`src/rtl/exec_pkg.sv`:
```
// Shared opcode constants and controller state encoding for the multi-cycle execute unit.
package exec_pkg;

  localparam logic [5:0] OpAdd  = 6'h00;
  localparam logic [5:0] OpSub  = 6'h01;
  localparam logic [5:0] OpAnd  = 6'h02;
  localparam logic [5:0] OpOr   = 6'h03;
  localparam logic [5:0] OpXor  = 6'h04;
  localparam logic [5:0] OpSlt  = 6'h05;
  localparam logic [5:0] OpSltu = 6'h06;
  localparam logic [5:0] OpSll  = 6'h07;
  localparam logic [5:0] OpSrl  = 6'h08;
  localparam logic [5:0] OpSra  = 6'h09;
  localparam logic [5:0] OpMul  = 6'h0e;
  localparam logic [5:0] OpMulu = 6'h16;

  typedef enum logic [1:0] {
    StIdle = 2'd0,
    StMul  = 2'd1,
    StDone = 2'd2
  } exec_state_e;

  function automatic logic is_mul_op(input logic [5:0] op);
    return (op == OpMul) || (op == OpMulu);
  endfunction

endpackage

```
`src/rtl/mul_iter.sv`:
```
// Radix-2 shift-add multiplier: WIDTH steps on operand magnitudes, sign applied to the
// full 2*WIDTH result. o_done/o_prod are valid during the final step cycle.
module mul_iter #(
  parameter int unsigned WIDTH = 32
) (
  input  logic               i_clk,
  input  logic               i_rst_n,
  input  logic               i_start,
  input  logic               i_signed,
  input  logic [WIDTH-1:0]   i_a,
  input  logic [WIDTH-1:0]   i_b,
  output logic               o_done,
  output logic [2*WIDTH-1:0] o_prod
);

  localparam int unsigned CW = $clog2(WIDTH);

  logic               r_run;
  logic               r_neg;
  logic [CW-1:0]      r_cnt;
  logic [WIDTH-1:0]   r_mcand;
  logic [WIDTH-1:0]   r_hi;
  logic [WIDTH-1:0]   r_lo;

  logic [WIDTH-1:0]   w_a_mag;
  logic [WIDTH-1:0]   w_b_mag;
  logic [WIDTH:0]     w_sum;
  logic [WIDTH-1:0]   w_hi_n;
  logic [WIDTH-1:0]   w_lo_n;
  logic [2*WIDTH-1:0] w_full;

  assign w_a_mag = (i_signed && i_a[WIDTH-1]) ? -i_a : i_a;
  assign w_b_mag = (i_signed && i_b[WIDTH-1]) ? -i_b : i_b;

  // r_lo holds the unconsumed multiplier bits; product low bits shift in from the top.
  assign w_sum  = {1'b0, r_hi} + ({1'b0, r_mcand} & {(WIDTH+1){r_lo[0]}});
  assign w_hi_n = w_sum[WIDTH:1];
  assign w_lo_n = {w_sum[0], r_lo[WIDTH-1:1]};
  assign w_full = {w_hi_n, w_lo_n};

  assign o_done = r_run && (r_cnt == '0);
  assign o_prod = r_neg ? -w_full : w_full;

  always_ff @(posedge i_clk or negedge i_rst_n) begin
    if (!i_rst_n) begin
      r_run   <= 1'b0;
      r_neg   <= 1'b0;
      r_cnt   <= '0;
      r_mcand <= '0;
      r_hi    <= '0;
      r_lo    <= '0;
    end else if (i_start) begin
      r_run   <= 1'b1;
      r_neg   <= i_signed & (i_a[WIDTH-1] ^ i_b[WIDTH-1]);
      r_cnt   <= CW'(WIDTH - 1);
      r_mcand <= w_a_mag;
      r_hi    <= '0;
      r_lo    <= w_b_mag;
    end else if (r_run) begin
      r_hi <= w_hi_n;
      r_lo <= w_lo_n;
      if (r_cnt == '0) begin
        r_run <= 1'b0;
      end else begin
        r_cnt <= r_cnt - CW'(1);
      end
    end
  end

endmodule

```
`src/rtl/exec_unit_mc.sv`:
```
// Multi-cycle execute unit: single-cycle ALU ops and an iterative full-width multiply
// behind a start/busy/done handshake.
module exec_unit_mc
  import exec_pkg::*;
#(
  parameter int unsigned WIDTH = 32,
  parameter int unsigned IMM_W = 16
) (
  input  logic             clk,
  input  logic             reset,
  input  logic             start,
  input  logic [5:0]       ALU_ctr,
  input  logic [WIDTH-1:0] busA,
  input  logic [WIDTH-1:0] busB,
  input  logic [IMM_W-1:0] imm16,
  input  logic             ext_op,
  input  logic             ALUsrc,
  output logic             busy,
  output logic             done,
  output logic [WIDTH-1:0] out,
  output logic [WIDTH-1:0] out_hi
);

  localparam int unsigned SHW = $clog2(WIDTH);

  exec_state_e        r_state;
  logic               r_busy;
  logic               r_done;
  logic [WIDTH-1:0]   r_out;
  logic [WIDTH-1:0]   r_out_hi;

  logic [WIDTH-1:0]   w_imm_ext;
  logic [WIDTH-1:0]   w_b;
  logic [SHW-1:0]     w_shamt;
  logic [WIDTH-1:0]   w_alu;
  logic               w_mul_start;
  logic               w_mul_done;
  logic [2*WIDTH-1:0] w_prod;

  assign w_imm_ext = {{(WIDTH-IMM_W){ext_op & imm16[IMM_W-1]}}, imm16};
  assign w_b       = ALUsrc ? w_imm_ext : busB;
  assign w_shamt   = w_b[SHW-1:0];

  always_comb begin
    w_alu = '0;
    case (ALU_ctr)
      OpAdd:   w_alu = busA + w_b;
      OpSub:   w_alu = busA - w_b;
      OpAnd:   w_alu = busA & w_b;
      OpOr:    w_alu = busA | w_b;
      OpXor:   w_alu = busA ^ w_b;
      OpSlt:   w_alu = {{(WIDTH-1){1'b0}}, $signed(busA) < $signed(w_b)};
      OpSltu:  w_alu = {{(WIDTH-1){1'b0}}, busA < w_b};
      OpSll:   w_alu = busA << w_shamt;
      OpSrl:   w_alu = busA >> w_shamt;
      OpSra:   w_alu = $unsigned($signed(busA) >>> w_shamt);
      default: w_alu = '0;
    endcase
  end

  assign w_mul_start = (r_state == StIdle) && start && is_mul_op(ALU_ctr);

  mul_iter #(
    .WIDTH(WIDTH)
  ) u_mul_iter (
    .i_clk    (clk),
    .i_rst_n  (reset),
    .i_start  (w_mul_start),
    .i_signed (ALU_ctr == OpMul),
    .i_a      (busA),
    .i_b      (w_b),
    .o_done   (w_mul_done),
    .o_prod   (w_prod)
  );

  always_ff @(posedge clk or negedge reset) begin
    if (!reset) begin
      r_state  <= StIdle;
      r_busy   <= 1'b0;
      r_done   <= 1'b0;
      r_out    <= '0;
      r_out_hi <= '0;
    end else begin
      r_done <= 1'b0;
      unique case (r_state)
        StIdle: begin
          if (start) begin
            r_busy <= 1'b1;
            if (is_mul_op(ALU_ctr)) begin
              r_state <= StMul;
            end else begin
              // ALU result is captured on the start edge itself.
              r_state  <= StDone;
              r_done   <= 1'b1;
              r_out    <= w_alu;
              r_out_hi <= '0;
            end
          end
        end
        StMul: begin
          if (w_mul_done) begin
            r_state  <= StDone;
            r_done   <= 1'b1;
            r_out    <= w_prod[WIDTH-1:0];
            r_out_hi <= w_prod[2*WIDTH-1:WIDTH];
          end
        end
        StDone: begin
          r_state <= StIdle;
          r_busy  <= 1'b0;
        end
        default: begin
          r_state <= StIdle;
          r_busy  <= 1'b0;
        end
      endcase
    end
  end

  assign busy   = r_busy;
  assign done   = r_done;
  assign out    = r_out;
  assign out_hi = r_out_hi;

endmodule

```
`config.mk`:
```
export PLATFORM = sky130hd
export DESIGN_NAME = exec_unit_mc
export DESIGN_NICKNAME = d
export VERILOG_FILES = /design/src/rtl/exec_pkg.sv /design/src/rtl/mul_iter.sv /design/src/rtl/exec_unit_mc.sv
export SDC_FILE = /design/constraint.sdc
export NUM_CORES = 1
export LEC_CHECK = 0
export BUFFER_PORTS_ARGS = -buffer_cell sky130_fd_sc_hd__buf_2
export CAP_MARGIN = 40
export CORE_ASPECT_RATIO = 1.25
export CORE_MARGIN = 3
export CORE_UTILIZATION = 55
export DETAILED_ROUTE_END_ITERATION = 7
export GPL_ROUTABILITY_DRIVEN = 0
export PLACE_DENSITY = 0.71
export SLEW_MARGIN = 5
export SYNTH_ARGS = -nofsm -noshare
export SYNTH_HDL_FRONTEND = slang
export SYNTH_SLANG_ARGS = --single-unit
```
`constraint.sdc`:
```
create_clock -name clk -period 12.78 [get_ports clk]
set_clock_uncertainty 0.05 [all_clocks]
set_input_delay 0 -clock clk [delete_from_list [all_inputs] [get_ports clk]]
set_output_delay 0 -clock clk [all_outputs]
set_load 0.01 [all_outputs]
```
==> impl_metrics.ini <==
[setup_path]
r2r-start = u_mul_iter.r_lo[0]
cp-startpoint = u_mul_iter.r_lo[0]
worst_setup_path_start_kind = register
crit_fanout = 33
worst_setup_path_end_kind = register
critical_path_required_ps = 13090
path_class = register to register
cp.arrival_ps = 5420

[yosys]
async_flop_share = 1.00
synthFlopType = dfrtp_1
synth_mux_area_frac = 0.116
syn_area_um2 = 20200
synthCells = 2644
synth-edff-count = 0
yosysWarnings = 0
syn-num-nets = 2872
synth-simple-area-share = 0.190
synth-xor-area-share = 0.0658
ys_ff_latch = 171
ys_types = 98
synth_compound_area_frac = 0.275
synth_fa_ha_area_frac = 0.0858
synth_top_family_by_area = compound AO/OA/AOI/OAI gates
synth-seq-area-share = 0.211
syn_area_per_cell_um2 = 7.66

[global_route]
overflow = 0
grt_pass1_wl_mm = 121
grt_pass1_vias = 20963
antenna_found_initial = 3
grt_max_degree = 69
track_usage = 0.401

[power_and_ir_drop]
switchingPower_w = 0.00141
combPwrFrac = 0.537
power.density_nw_per_um2 = 136
sequentialPowerShare = 0.291
power.leakage_nw = 9.89
sw_frac_of_total = 0.468
irDropWorstVdd_mv = 0.0865
clockPowerShare = 0.172
cellInternalPower_w = 0.00160

[run]
drv_cap = 0

[sta]
tightest_slew_ps = 930
slew_violations = 0
max_slew_margin = 0.377
setup_viol = 0
max_clock_freq_mhz = 196
hold_violations = 0
post-route-period-util = 0.400
finalSetupTns_ps = 0
fin_crit_ps = 5110
rsz0062_at_grt = false

[clock_tree]
cts_inserted_buffers = 17
ctsRootBufferMaster = clkbuf_16
post_cts_buffers = 0
clock-sinks = 171
cts_tree = yes
clk_latency_ps = 480
h-tree-depth = 4
clk_pin_slew_ps = 70
clock_path_buffers = 2

[die]
ios = 157
start_util = 0.565
dieWidth_um = 178
core_um2 = 35800
num_rows = 77
die_area_um2 = 39200
fp.dieH_um = 221

[detailed_routing]
wirelength_mm = 79.6
drt_iter0_markers = 2950
drtAntennaViolNets = 0
via_per_inst = 6.88
drc_errors = 0
num_vias = 21992
avgRoutedWirePerCell_um = 24.9
drt_pass1_iterations = 8

[cells_and_area]
final_common_cell = o21ai_0
antennaDiodeCount = 0
fin_nets = 2936
area_delta_synth_final_pct = 9.72
fin_util = 0.620
mostFrequentLayoutCells = o21ai_0, nand2_1, nor2_1, a21oi_1, mux2i_1
layout-drive-gt1-share = 0.119

[place]
dp_hpwl_mm = 58.9
io_buffers = 156

[hold_path]
min_from = busA[27]
hp-class = input pin to register

[run_status]
status = completed
==> registers in the layout (all words and copies together), names as in the netlist <==
signal and cells:
busy 1, done 1, out 32, out_hi 32
r_state 2, u_mul_iter.r_cnt 5, u_mul_iter.r_hi 32, u_mul_iter.r_lo 32
u_mul_iter.r_mcand 32, u_mul_iter.r_neg 1, u_mul_iter.r_run 1
==> Yosys cell counts, drive strengths merged (18+ instances only) <==
cell type / number / share of area
o21ai: 262 / 0.065
nand2: 253 / 0.047
nor2: 245 / 0.046
a21oi: 191 / 0.048
mux2i: 182 / 0.090
dfrtp: 171 / 0.21
clkbuf: 157 / 0.029
ha: 134 / 0.083
inv: 110 / 0.020
xnor2: 110 / 0.048
nor3: 60 / 0.015
and2: 47 / 0.015
nand3: 42 / 0.011
xor2: 42 / 0.018
a211oi: 38 / 0.014
o31ai: 37 / 0.014
a21o: 29 / 0.011
o211ai: 29 / 0.011
a221oi: 28 / 0.012
a22oi: 28 / 0.010
buf: 28 / 0.0056
nand4: 25 / 0.0077
o22ai: 25 / 0.0077
a31oi: 23 / 0.0071
nor4: 22 / 0.0075
or3: 21 / 0.0072
mux4: 20 / 0.022
nand2b: 18 / 0.0056
o221ai: 18 / 0.0078
==> layout make-up <==
class | instances | area, µm²
Multi-Input combinational cell | 2175 | 14900
Fill cell | 3296 | 13600
Sequential cell | 171 | 4280
Timing Repair Buffer | 230 | 1410
Tap cell | 474 | 593
Clock buffer | 21 | 480
Inverter | 113 | 424
Clock inverter | 11 | 85.1
==> logic make-up (layout without fill, tap and decap cells) <==
group / after synthesis / after routing
compound gates: 864 / 864
simple gates: 813 / 813
buf+inv: 298 / 375
mux: 209 / 209
flops: 171 / 171
xor+xnor: 152 / 152
fa+ha+maj: 137 / 137
==> layer usage <==
layer | GRT usage | vias up | share of wire
li1 | - | 9846 | -
met1 | 0.453 | 10244 | 0.35
met2 | 0.643 | 1457 | 0.45
met3 | 0.106 | 439 | 0.11
met4 | 0.310 | 6 | 0.097
met5 | 0 | - | 0.00057
==> worst max-delay path, stage by stage, from the launching register on <==
cell	delay (ps)
dfrtp_1	670
and2_1	290
ha_1	210
fa_1	410
a21o_1	200
a221o_2	400
a211o_1	370
a311oi_2	510
xnor2_1	250
nor3_1	390
o2111ai_1	340
o311a_1	440
a31o_1	190
a221o_1	280
==> through the flow <==
stage          instances  hold WS, ps  total power [W]  area (µm²)  setup slack [ps]
2_1_floorplan       2644         -346          0.00202       20200              7420
3_3_place_gp        3134        -22.8          0.00239       21400              7130
3_5_place_dp        3141        -18.8          0.00244       21400              7470
4_1_cts             3191        0.139          0.00297       22200              7730
5_1_grt             3195         23.0          0.00321       22200              7310
6_report            3195         38.8          0.00301       22200              7670
==> path summary, 6_finish.rpt <==
kind,end,slack [ps],cells past startpoint
worst max-delay path,out_hi[28],7670,13
worst min-delay path,u_mul_iter.r_mcand[27],40,3
max in group asynchronous,u_mul_iter.r_neg,11300,3
min in group asynchronous,out_hi[2],50,2
worst min register to register,out_hi[8],420,2
worst max register to register,out_hi[28],7670,13
==> power by group through the flow <==
stage	Combinational [W]	Sequential [W]	Clock [W]
5_1_grt	0.00177	0.000895	0.000544
3_5_place_dp	0.00157	0.000877	0
4_1_cts	0.00158	0.000869	0.000524
3_3_place_gp	0.00152	0.000871	0
6_report	0.00162	0.000877	0.000519
2_1_floorplan	0.00122	0.000802	0
==> repair_timing <==
action	CTS	global route
resized for setup	0	0
endpoints found under the hold margin	78	0
hold buffers	18	0
setup endpoints to repair	0	0
No activity file was read; power rests on OpenSTA's default activity.
